==> config.mk <==
export PLATFORM = sky130hd
export DESIGN_NAME = mix_sequencer_flat
export DESIGN_NICKNAME = d
export VERILOG_FILES = /design/src/rtl/mix_sequencer_pkg.sv /design/src/rtl/mix_sequencer_if.sv /design/src/rtl/mix_sequencer_strobe_delay_line.sv /design/src/rtl/mix_sequencer.sv /design/src/flat_wrapper.sv
export SDC_FILE = /design/constraint.sdc
export NUM_CORES = 1
export LEC_CHECK = 0
export BUFFER_PORTS_ARGS = -buffer_cell sky130_fd_sc_hd__buf_2
export CAP_MARGIN = 20
export CORE_AREA = 8 8 95 97
export CTS_CLUSTER_DIAMETER = 40
export DETAILED_ROUTE_END_ITERATION = 10
export DIE_AREA = 0 0 103 105
export GPL_TIMING_DRIVEN = 0
export PLACE_DENSITY = 0.68
export SETUP_SLACK_MARGIN = 0.15
export SYNTH_ARGS = -nofsm -noshare
export SYNTH_HDL_FRONTEND = slang
export SYNTH_SLANG_ARGS = --single-unit
==> constraint.sdc <==
create_clock -name sCLK_XVXENVS -period 2.55 [get_ports sCLK_XVXENVS]
set_clock_uncertainty 0.05 [all_clocks]
set_input_delay 0.51 -clock sCLK_XVXENVS [delete_from_list [all_inputs] [get_ports sCLK_XVXENVS]]
set_output_delay 0.51 -clock sCLK_XVXENVS [all_outputs]
set_load 0.01 [all_outputs]
==> src/rtl/mix_sequencer_pkg.sv <==
// Shared types, default geometry and width helpers for the voice/osc mixer slot sequencer.
package mix_sequencer_pkg;

    localparam int unsigned DEF_VOICES = 8;
    localparam int unsigned DEF_V_OSC  = 4;
    localparam int unsigned DEF_O_ENVS = 2;

    // Field width of a power-of-two count; a single-entry field occupies no slot bits.
    function automatic int unsigned clogb2(input int unsigned n);
        return (n <= 1) ? 0 : $clog2(n);
    endfunction

    // Storage width for an index vector that must exist even for a single-entry count.
    function automatic int unsigned width_of(input int unsigned n);
        return (n <= 1) ? 1 : $clog2(n);
    endfunction

    localparam int unsigned V_WIDTH         = clogb2(DEF_VOICES);
    localparam int unsigned O_WIDTH         = clogb2(DEF_V_OSC);
    localparam int unsigned OE_WIDTH        = clogb2(DEF_O_ENVS);
    localparam int unsigned E_WIDTH         = O_WIDTH + OE_WIDTH;
    localparam int unsigned V_ENVS          = DEF_V_OSC * DEF_O_ENVS;
    localparam int unsigned SLOTS_PER_FRAME = DEF_VOICES * V_ENVS;
    localparam int unsigned DRAIN           = DEF_V_OSC + 3;

    typedef logic [V_WIDTH+E_WIDTH-1:0] slot_t;
    typedef logic [O_WIDTH-1:0]         osc_idx_t;

    typedef enum logic [1:0] {
        ST_IDLE  = 2'd0,
        ST_RUN   = 2'd1,
        ST_DRAIN = 2'd2
    } seq_state_e;

endpackage

==> src/rtl/mix_sequencer_if.sv <==
// Sequencer-to-mixer bundle: frame trigger in, slot index, strobes and status out.
interface mix_sequencer_if
    import mix_sequencer_pkg::*;
#(
    parameter int unsigned VOICES = DEF_VOICES,
    parameter int unsigned V_OSC  = DEF_V_OSC,
    parameter int unsigned O_ENVS = DEF_O_ENVS
);
    localparam int unsigned SLOT_W   = clogb2(VOICES) + clogb2(V_OSC) + clogb2(O_ENVS);
    localparam int unsigned OSC_W    = width_of(V_OSC);
    localparam int unsigned X_OFFSET = V_OSC * VOICES - 2;
    localparam int unsigned V_ENVS   = V_OSC * O_ENVS;

    logic              sample_tick;
    logic [SLOT_W-1:0] xxxx;
    logic [OSC_W-1:0]  ox_dly [X_OFFSET:0];
    logic [V_OSC+2:0]  sh_voice_reg;
    logic [V_ENVS:0]   sh_osc_reg;
    logic              busy;
    logic              frame_done;
    logic              overrun;

    modport master (
        input  sample_tick,
        output xxxx, ox_dly, sh_voice_reg, sh_osc_reg, busy, frame_done, overrun
    );

    modport slave (
        output sample_tick,
        input  xxxx, ox_dly, sh_voice_reg, sh_osc_reg, busy, frame_done, overrun
    );

endinterface

==> src/rtl/mix_sequencer_strobe_delay_line.sv <==
// Resettable shift register: q[0] is din registered, q[k] is din delayed k+1 cycles.
module strobe_delay_line #(
    parameter int unsigned WIDTH = 1,
    parameter int unsigned DEPTH = 2
) (
    input  logic                         clk,
    input  logic                         reset,
    input  logic [WIDTH-1:0]             din,
    output logic [DEPTH-1:0][WIDTH-1:0]  q
);

    always_ff @(posedge clk) begin
        if (reset) begin
            q <= '0;
        end else begin
            q <= {q[DEPTH-2:0], din};
        end
    end

endmodule

==> src/rtl/mix_sequencer.sv <==
// Walks every (voice, osc, env) slot once per sample tick, then drains the strobe pipeline
// and pulses frame_done so mixer output latches happen exactly once per sample.
module mix_sequencer
    import mix_sequencer_pkg::*;
#(
    parameter int unsigned VOICES = DEF_VOICES,
    parameter int unsigned V_OSC  = DEF_V_OSC,
    parameter int unsigned O_ENVS = DEF_O_ENVS
) (
    input  logic            sCLK_XVXENVS,
    input  logic            reset,
    mix_sequencer_if.master bus
);

    localparam int unsigned V_ENVS       = V_OSC * O_ENVS;
    localparam int unsigned SLOTS        = VOICES * V_ENVS;
    localparam int unsigned OE_W         = clogb2(O_ENVS);
    localparam int unsigned SLOT_W       = clogb2(VOICES) + clogb2(V_OSC) + OE_W;
    localparam int unsigned OSC_W        = width_of(V_OSC);
    localparam int unsigned X_OFFSET     = V_OSC * VOICES - 2;
    localparam int unsigned OX_DEPTH     = X_OFFSET + 1;
    localparam int unsigned SHV_DEPTH    = V_OSC + 3;
    localparam int unsigned SHO_DEPTH    = V_ENVS + 1;
    localparam int unsigned DRAIN_CYCLES = V_OSC + 3;
    localparam int unsigned CNT_W        = $clog2(DRAIN_CYCLES + 1);

    localparam logic [SLOT_W-1:0] LAST_SLOT  = SLOT_W'(SLOTS - 1);
    localparam logic [SLOT_W-1:0] VOICE_MASK = SLOT_W'(V_ENVS - 1);
    localparam logic [SLOT_W-1:0] ENV_MASK   = SLOT_W'(O_ENVS - 1);
    localparam logic [CNT_W-1:0]  DRAIN_LAST = CNT_W'(DRAIN_CYCLES);
    localparam logic [CNT_W-1:0]  DONE_PRE   = CNT_W'(DRAIN_CYCLES - 1);

    seq_state_e        state_q, state_d;
    logic [SLOT_W-1:0] slot_q, slot_d;
    logic [CNT_W-1:0]  drain_q, drain_d;
    logic              busy_q, busy_d;
    logic              done_q, done_d;
    logic              ovr_q, ovr_d;
    logic              run_d;
    logic              voice_start_d;
    logic              osc_start_d;
    logic [OSC_W-1:0]  osc_d;

    // State and status registers.
    always_ff @(posedge sCLK_XVXENVS) begin
        if (reset) begin
            state_q <= ST_IDLE;
            slot_q  <= '0;
            drain_q <= '0;
            busy_q  <= 1'b0;
            done_q  <= 1'b0;
            ovr_q   <= 1'b0;
        end else begin
            state_q <= state_d;
            slot_q  <= slot_d;
            drain_q <= drain_d;
            busy_q  <= busy_d;
            done_q  <= done_d;
            ovr_q   <= ovr_d;
        end
    end

    // Next state; strobe sources are taken from the next slot so every tap lines up with xxxx.
    always_comb begin
        state_d = state_q;
        slot_d  = slot_q;
        drain_d = drain_q;
        done_d  = 1'b0;
        ovr_d   = ovr_q | (bus.sample_tick & busy_q);

        unique case (state_q)
            ST_IDLE: begin
                slot_d = '0;
                if (bus.sample_tick) begin
                    state_d = ST_RUN;
                end
            end
            ST_RUN: begin
                if (slot_q == LAST_SLOT) begin
                    state_d = ST_DRAIN;
                    slot_d  = '0;
                    drain_d = '0;
                end else begin
                    slot_d = slot_q + SLOT_W'(1);
                end
            end
            ST_DRAIN: begin
                slot_d = '0;
                if (drain_q == DONE_PRE) begin
                    done_d = 1'b1;
                end
                if (drain_q == DRAIN_LAST) begin
                    state_d = ST_IDLE;
                end else begin
                    drain_d = drain_q + CNT_W'(1);
                end
            end
            default: begin
                state_d = ST_IDLE;
                slot_d  = '0;
            end
        endcase

        busy_d        = (state_d != ST_IDLE);
        run_d         = (state_d == ST_RUN);
        voice_start_d = run_d && ((slot_d & VOICE_MASK) == '0);
        osc_start_d   = run_d && ((slot_d & ENV_MASK) == '0);
        osc_d         = run_d ? OSC_W'(slot_d >> OE_W) : '0;
    end

    logic [SHV_DEPTH-1:0][0:0] shv_q;
    logic [SHO_DEPTH-1:0][0:0] sho_q;
    logic [OX_DEPTH-1:0][0:0]  ox_bits [OSC_W];
    logic [OSC_W-1:0]          ox_tap  [X_OFFSET:0];

    strobe_delay_line #(.WIDTH(1), .DEPTH(SHV_DEPTH)) u_sh_voice (
        .clk   (sCLK_XVXENVS),
        .reset (reset),
        .din   (voice_start_d),
        .q     (shv_q)
    );

    strobe_delay_line #(.WIDTH(1), .DEPTH(SHO_DEPTH)) u_sh_osc (
        .clk   (sCLK_XVXENVS),
        .reset (reset),
        .din   (osc_start_d),
        .q     (sho_q)
    );

    // One delay line per osc-index bit, regathered into per-tap words below.
    for (genvar b = 0; b < int'(OSC_W); b++) begin : g_ox
        strobe_delay_line #(.WIDTH(1), .DEPTH(OX_DEPTH)) u_ox (
            .clk   (sCLK_XVXENVS),
            .reset (reset),
            .din   (osc_d[b]),
            .q     (ox_bits[b])
        );
    end

    always_comb begin
        ox_tap = '{default: '0};
        for (int k = 0; k <= int'(X_OFFSET); k++) begin
            for (int b = 0; b < int'(OSC_W); b++) begin
                ox_tap[k][b] = ox_bits[b][k][0];
            end
        end
    end

    assign bus.xxxx         = slot_q;
    assign bus.ox_dly       = ox_tap;
    assign bus.sh_voice_reg = shv_q;
    assign bus.sh_osc_reg   = sho_q;
    assign bus.busy         = busy_q;
    assign bus.frame_done   = done_q;
    assign bus.overrun      = ovr_q;

endmodule

==> src/flat_wrapper.sv <==
// flat-port wrapper written by rule: the top's interface ports become plain ports
module mix_sequencer_flat import mix_sequencer_pkg::*;
#(
    parameter int unsigned VOICES = DEF_VOICES,
    parameter int unsigned V_OSC  = DEF_V_OSC,
    parameter int unsigned O_ENVS = DEF_O_ENVS
)
  (sCLK_XVXENVS, reset, bus_sample_tick, bus_xxxx, bus_ox_dly, bus_sh_voice_reg, bus_sh_osc_reg, bus_busy, bus_frame_done, bus_overrun);
  mix_sequencer_if #(.VOICES(VOICES), .V_OSC(V_OSC), .O_ENVS(O_ENVS)) bus_i ();
  input  logic sCLK_XVXENVS;
  input  logic reset;
  input wire logic [$bits(bus_i.sample_tick)-1:0] bus_sample_tick;
  output wire logic [$bits(bus_i.xxxx)-1:0] bus_xxxx;
  output wire logic [$bits(bus_i.ox_dly)-1:0] bus_ox_dly;
  output wire logic [$bits(bus_i.sh_voice_reg)-1:0] bus_sh_voice_reg;
  output wire logic [$bits(bus_i.sh_osc_reg)-1:0] bus_sh_osc_reg;
  output wire logic [$bits(bus_i.busy)-1:0] bus_busy;
  output wire logic [$bits(bus_i.frame_done)-1:0] bus_frame_done;
  output wire logic [$bits(bus_i.overrun)-1:0] bus_overrun;
  assign bus_i.sample_tick = bus_sample_tick;
  assign bus_xxxx = bus_i.xxxx;
  assign bus_ox_dly = {>>{bus_i.ox_dly}};
  assign bus_sh_voice_reg = bus_i.sh_voice_reg;
  assign bus_sh_osc_reg = bus_i.sh_osc_reg;
  assign bus_busy = bus_i.busy;
  assign bus_frame_done = bus_i.frame_done;
  assign bus_overrun = bus_i.overrun;
  mix_sequencer #(.VOICES(VOICES), .V_OSC(V_OSC), .O_ENVS(O_ENVS)) u_core (.sCLK_XVXENVS(sCLK_XVXENVS), .reset(reset), .bus(bus_i));
endmodule
==> results of run 1 <==
worst min-delay path, cell delays in order:
cell,delay (ns)
buf_2,0.11
a21oi_1,0.06
nor2_1,0.07
sequential cells by signal (all words and copies together) (netlist names):
register / cells
u_core.u_sh_voice.q: 7
u_core.bus.frame_done: 1
u_core.state_q: 2
u_core.bus.overrun: 1
u_core.g_ox.u_ox.q: 62
u_core.bus.busy: 1
u_core.u_sh_osc.q: 9
u_core.drain_q: 3
u_core.bus.xxxx: 6
stage by stage:
| step | instances | total power (uW) | setup WS, ns | hold WS (ns) | area [um2] |
|---|---|---|---|---|---|
| final | 443 | 2710 | 0.485 | 0.387 | 3590 |
| after global routing | 443 | 2830 | 0.367 | 0.386 | 3590 |
| after detailed placement | 427 | 1590 | 0.506 | 0.395 | 3340 |
| after CTS | 443 | 2760 | 0.483 | 0.364 | 3590 |
| after floorplan | 236 | 1550 | 0.603 | 0.398 | 2770 |
| after global placement | 427 | 1590 | 0.537 | 0.386 | 3340 |
final cells by class:
cell class	count	area share, %
sequential	92	51.4
multi-input combinational	127	23.8
timing repair buffer	89	12.4
tap	102	3.56
clock buffer	9	3.45
clock inverter	7	3.38
buffer	10	1.26
inverter	7	0.733
layout by cell type (no fill, tap or decap), drive strengths merged:
master	n
a41oi	1
nor4	1
a21oi	2
o21ai	1
inv	9
and3	4
nand3	2
a311o	1
o31ai	1
and4	1
o41ai	1
nor2	4
xnor2	2
a31o	1
dfxtp	92
ha	8
and2b	1
clkinv	2
nand2	6
xor2	2
nor3	9
a2111o	1
nor4b	1
clkbuf	18
buf	90
bufinv	3
o32ai	2
nor2b	75
layer usage:
| layer | up-vias | wire [um] |
|---|---|---|
| li1 | 957 | - |
| met1 | 847 | 2650 |
| met2 | 59 | 2630 |
| met3 | 11 | 485 |
| met4 | 0 | 106 |
| met5 | - | 0 |
cells by family after synthesis:
family | after synthesis | synth area share [%]
adder cells (fa/ha/maj) | 8 | 3.62
XOR/XNOR | 4 | 1.27
AND/OR/NAND/NOR | 104 | 22.8
buffers and inverters | 17 | 2.58
AO/OA/AOI/OAI | 11 | 3.16
flip-flops | 92 | 66.5
worst paths after layout:
kind | endpoint | slack (ns) | depth (start not counted)
worst min-delay path | u_core.bus.overrun | 0.39 | 3
worst max register to register | u_core.u_sh_voice.q[0] | 0.49 | 6
worst max-delay path | u_core.u_sh_voice.q[0] | 0.49 | 6
worst min register to register | u_core.u_sh_voice.q[2] | 0.41 | 1
power groups by stage:
stage	clock, uW	sequential, uW	combinational, uW
after floorplan	0	1500	56.3
after global placement	0	1490	95.4
after detailed placement	0	1490	96.9
after CTS	1210	1460	97.4
after global routing	1270	1460	106
final	1160	1460	95.3
==> impl_metrics.toml, run 1 <==
[yosys]
yosysMostFrequentCell = "dfxtp_1"
ys_ff_latch = 92
syn_area_per_cell_um2 = 11.7
yosys.area.top_type_share_pct = 66.5
ys.flop_type = "dfxtp_1"
syn_area_mm2 = 0.00277
syn-num-nets = 247
ys_seq_area_share_pct = 66.5
synth_warnings = 0
yosys.area.top_type = "dfxtp_1"
synth_common_cells = "92 x dfxtp_1, 75 x nor2b_1, 9 x clkbuf_1, 9 x nor3_1, 8 x ha_1"
ys_async_sr_fraction_pct = 0
syn_inst = 236
synth_enable_flop_cells = 0
synth_cell_types = 27
ys_top_cells_by_area = "dfxtp_1 67%, nor2b_1 17%, ha_1 3.6%, nor3_1 1.6%, clkbuf_1 1.2%"

[clock_tree]
cts_root_buf = "clkbuf_8"
post_cts_buffers = 0
tritoncts.num_buffers = 9
ctsHoldBuffers = 0
cts_max_level = 3
cts_tree = "built"
cts.clk_slew.worst_paths_ns = 0.09
cts_buffer_depth = 2
clock_latency_ns = 0.35
cts.sinks = 92
cts_resized = 0

[timing]
period_needed_ns = 2.06
finalSetupViolCount = 0
slew_violations = 0
setup_tns_ns = 0
rsz0062_at_grt = "false"
worst_pin_slew_ns = 0.503
max_freq_ghz = 0.484
finalHoldViolCount = 0
period_share_pct = 81.0
relSlewSlack_pct = 66.5

[drt]
first_pass_iters = 4
wl_mm = 5.87
vias = 1874
ant_nets = 0
avgViaCountPerCell = 4.23
drt-initial-drc-count = 26
wire_per_inst_um = 13.2
drc = 0

[die]
dieArea_mm2 = 0.0108
floorplan.initialDensity_pct = 36.8
ioPinCount = 90
die_h_um = 105
core_mm2 = 0.00753
std_cell_rows = 32
die_w_um = 103

[grt]
grt_util_met3_pct = 3.52
busiest_layer = "met2"
gr-usage-met1_pct = 13.1
grt_antenna_before_repair = 0
grt_start_max_net_pins = 17
track_usage_pct = 10.9
met2_usage_pct = 17.0
first_global_vias = 1860
grt_overflow = 0
grt_pass1_wl_mm = 9.25

[setup_path]
critPathCaptureType = "flop"
regToRegStartpoint = "u_core.bus.xxxx[0]"
cp.required_ns = 2.76
cp_num_buf_inv = 1
worstPathMaxFanout = 9
path_class = "flop to flop"
worst_path_largest_cell_delay_ns = 0.50
cpMaxStageDelayCell = "a2111o_1"
cp.arrival_ns = 2.28
crit_start = "u_core.bus.xxxx[0]"
critPathLaunchType = "flop"
crit_family = "compound AO/OA/AOI/OAI gates"
cp_cell_sequence = "ha_1 > and3_4 > a31o_1 > buf_6 > a2111o_1 > nor4b_2"

[layout]
syn_to_final_growth_pct = 29.6
fillers = 747
fin_nets = 347
fin_util_pct = 47.6
multi_input_area_um2 = 855
seqCellArea_mm2 = 0.00184
antenna_cells = 0
drive_above_1_share_pct = 32.0

[power]
powerDensity_mw_per_mm2 = 757
swShare_pct = 21.1
p_comb_share_pct = 3.5
leakagePower_uw = 0.00172
p_sw_uw = 573
worst_ir_drop_vdd_v = 0.000237
p_int_uw = 2140
clock_power_share_pct = 42.8
power_frac_seq_pct = 53.7

[hold_path]
holdCritStartpoint = "bus_sample_tick"
hold_path.class = "primary input to flop"

[run]
max_cap_violations = 0

[outcome]
status = "completed"

[placement]
io_buffers = 89
dp_hpwl_mm = 4.34
gp_congestion = 0.744
(Power assumes the default switching activity.)
==> run 2, diff against run 1 <==
- PLACE_DENSITY: 0.68 -> 0.71
- clock period: 2.55 -> 1.8 ns (I/O delays scaled with it)
==> run 2 against run 1 <==
The run now ends with negative setup slack left; cell count up 1.6%; via count up 2.7%; critical path depth up 1; final area up 3.4%; sequential power up 42%; die area unchanged; routed wire length up 1.6%; sequential share of layout area down 1.5 points; register-to-register slack worse by 0.53 ns; non-clock buffer count up 7; combinational power up 71%; clock power up 37%; critical path type unchanged; largest cell class unchanged; highest routed layer unchanged.
==> impl_metrics.toml, run 2 (synthesized netlist as in run 1, its figures left out) <==
[timing]
max_freq_ghz = 0.543
finalSetupViolCount = 3
worst_pin_slew_ns = 0.530
finalHoldViolCount = 0
relSlewSlack_pct = 64.6
holdWs_ns = 0.263
rsz0062_at_grt = "true"
setup_ws_ns = -0.0402
period_share_pct = 102
slew_violations = 0
period_needed_ns = 1.84

[outcome]
failed_checks = "negative setup slack"
status = "finished, violations left"

[grt]
grt_overflow = 0
first_global_vias = 1930
grt_start_max_net_pins = 17
grt_pass1_wl_mm = 9.33
grt_antenna_before_repair = 0
track_usage_pct = 11.0

[drt]
wl_mm = 5.96
drt-initial-drc-count = 28
vias = 1925
drc = 0
avgViaCountPerCell = 4.28
first_pass_iters = 4
ant_nets = 0
wire_per_inst_um = 13.3

[hold_path]
hold_path.class = "primary input to flop"
hold_depth = 3

[layout]
syn_to_final_growth_pct = 34.0
regMostFlops = "u_core.g_ox.u_ox.q"
design_area_mm2 = 0.00371
reg_top3 = "u_core.g_ox.u_ox.q: 62 flops, u_core.u_sh_osc.q: 9 flops, u_core.u_sh_voice.q: 7 flops"
fin_util_pct = 49.3
antenna_cells = 0
fin_nets = 354
layout_commonest_cell = "buf_2"
largest_reg_flops = 62
final_cell_mix = "89 x buf_2, 88 x dfxtp_1, 75 x nor2b_1"
drive_above_1_share_pct = 37.9

[clock_tree]
cts.clk_slew.worst_paths_ns = 0.09
cts_root_buf = "clkbuf_8"
tritoncts.num_buffers = 9
cts_buffer_depth = 2
cts_max_level = 3
cts.sinks = 92
clock_latency_ns = 0.34
ctsHoldBuffers = 0
cts_tree = "built"

[setup_path]
crit_path_frequent_cell = "ha_2"
worstPathMaxFanout = 6
reg2regPathDepth = 7
cpMaxStageDelayCell = "a2111o_1"
cp.required_ns = 2.03
cp_cell_sequence = "ha_2 > ha_2 > and2b_4 > nor2_1 > a2111o_1 > buf_4 > nor3_2"
crit_family = "compound AO/OA/AOI/OAI gates"
worst_path_largest_cell_delay_ns = 0.46
critical_path_cell_count = 7
cp_num_buf_inv = 1
cp.arrival_ns = 2.07
path_class = "flop to flop"
critPathLaunchType = "flop"
critPathCaptureType = "flop"

[die]
std_cell_rows = 32
floorplan.initialDensity_pct = 36.8
core_mm2 = 0.00753
dieArea_mm2 = 0.0108
die_h_um = 105
die_w_um = 103
ioPinCount = 90

[power]
worst_ir_drop_vdd_v = 0.000413
fin_total_pwr_uw = 3820
powerDensity_mw_per_mm2 = 1030
leakagePower_uw = 0.00176

[run]
max_cap_violations = 0

[placement]
io_buffers = 89
dpl_cell_area_mm2 = 0.00337
gp_congestion = 0.779
dp_hpwl_mm = 4.36
-- run 2: cell types whose count changed in the layout (fill, tap and decap cells not counted), moves of 2 or more --
cell and change:
buf_4 +7, dfxtp_1 -4, dfxtp_2 +3, ha_1 -4
ha_2 +2, ha_4 +2, nor3_1 -4, nor3_2 +4
-- run 2: path summary, 6_finish.rpt --
path	from	to	slack [ns]
max	u_core.drain_q[0]	u_core.g_ox[1].u_ox.q[0]	-0.04
min	bus_sample_tick	u_core.bus.overrun	0.26
max reg2reg	u_core.drain_q[0]	u_core.g_ox[1].u_ox.q[0]	-0.04
min reg2reg	u_core.g_ox[0].u_ox.q[8]	u_core.g_ox[0].u_ox.q[9]	0.41
-- run 2: final cells by class --
cell class	count	area [um2]
Fill cell	735	3820
Sequential cell	92	1850
Multi-Input combinational cell	127	922
Timing Repair Buffer	96	498
Clock buffer	10	149
Tap cell	102	128
Clock inverter	6	91.3
Buffer	10	45.0
Inverter	7	26.3
-- run 2: metal layers --
layer	vias up	share of wire [%]	GRT usage, %
met5	-	0	0
met4	0	1.1	3.41
met3	7	9.2	4.31
met2	58	46	18.1
met1	884	44	12.7
li1	976	-	-
-- run 2: worst register-to-register path: stages (launching register included) --
cell,delay [ns]
dfxtp_1,0.34
ha_2,0.18
ha_2,0.16
and2b_4,0.27
nor2_1,0.04
a2111o_1,0.46
buf_4,0.18
nor3_2,0.09
-- run 2: what timing repair did --
item | CTS | global route
setup buffers | 5 | 2
resized for setup | 6 | 5
pin swaps | 3 | 2
endpoints found under the setup margin | 6 | 10
-- run 2: power breakdown --
part	switching [uW]	internal [uW]	total [uW]
sequential	12.5	2050	2070
clock	711	877	1590
combinational	96.8	65.7	163
-- run 2: stage by stage --
step | setup TNS, ns | setup WS, ns | cells
floorplan | 0 | 0.0841 | 236
global placement | -0.0940 | -0.0443 | 427
detailed placement | -0.132 | -0.0679 | 427
CTS | -0.00783 | -0.00783 | 448
global route | -0.278 | -0.115 | 450
finish | -0.0720 | -0.0402 | 450
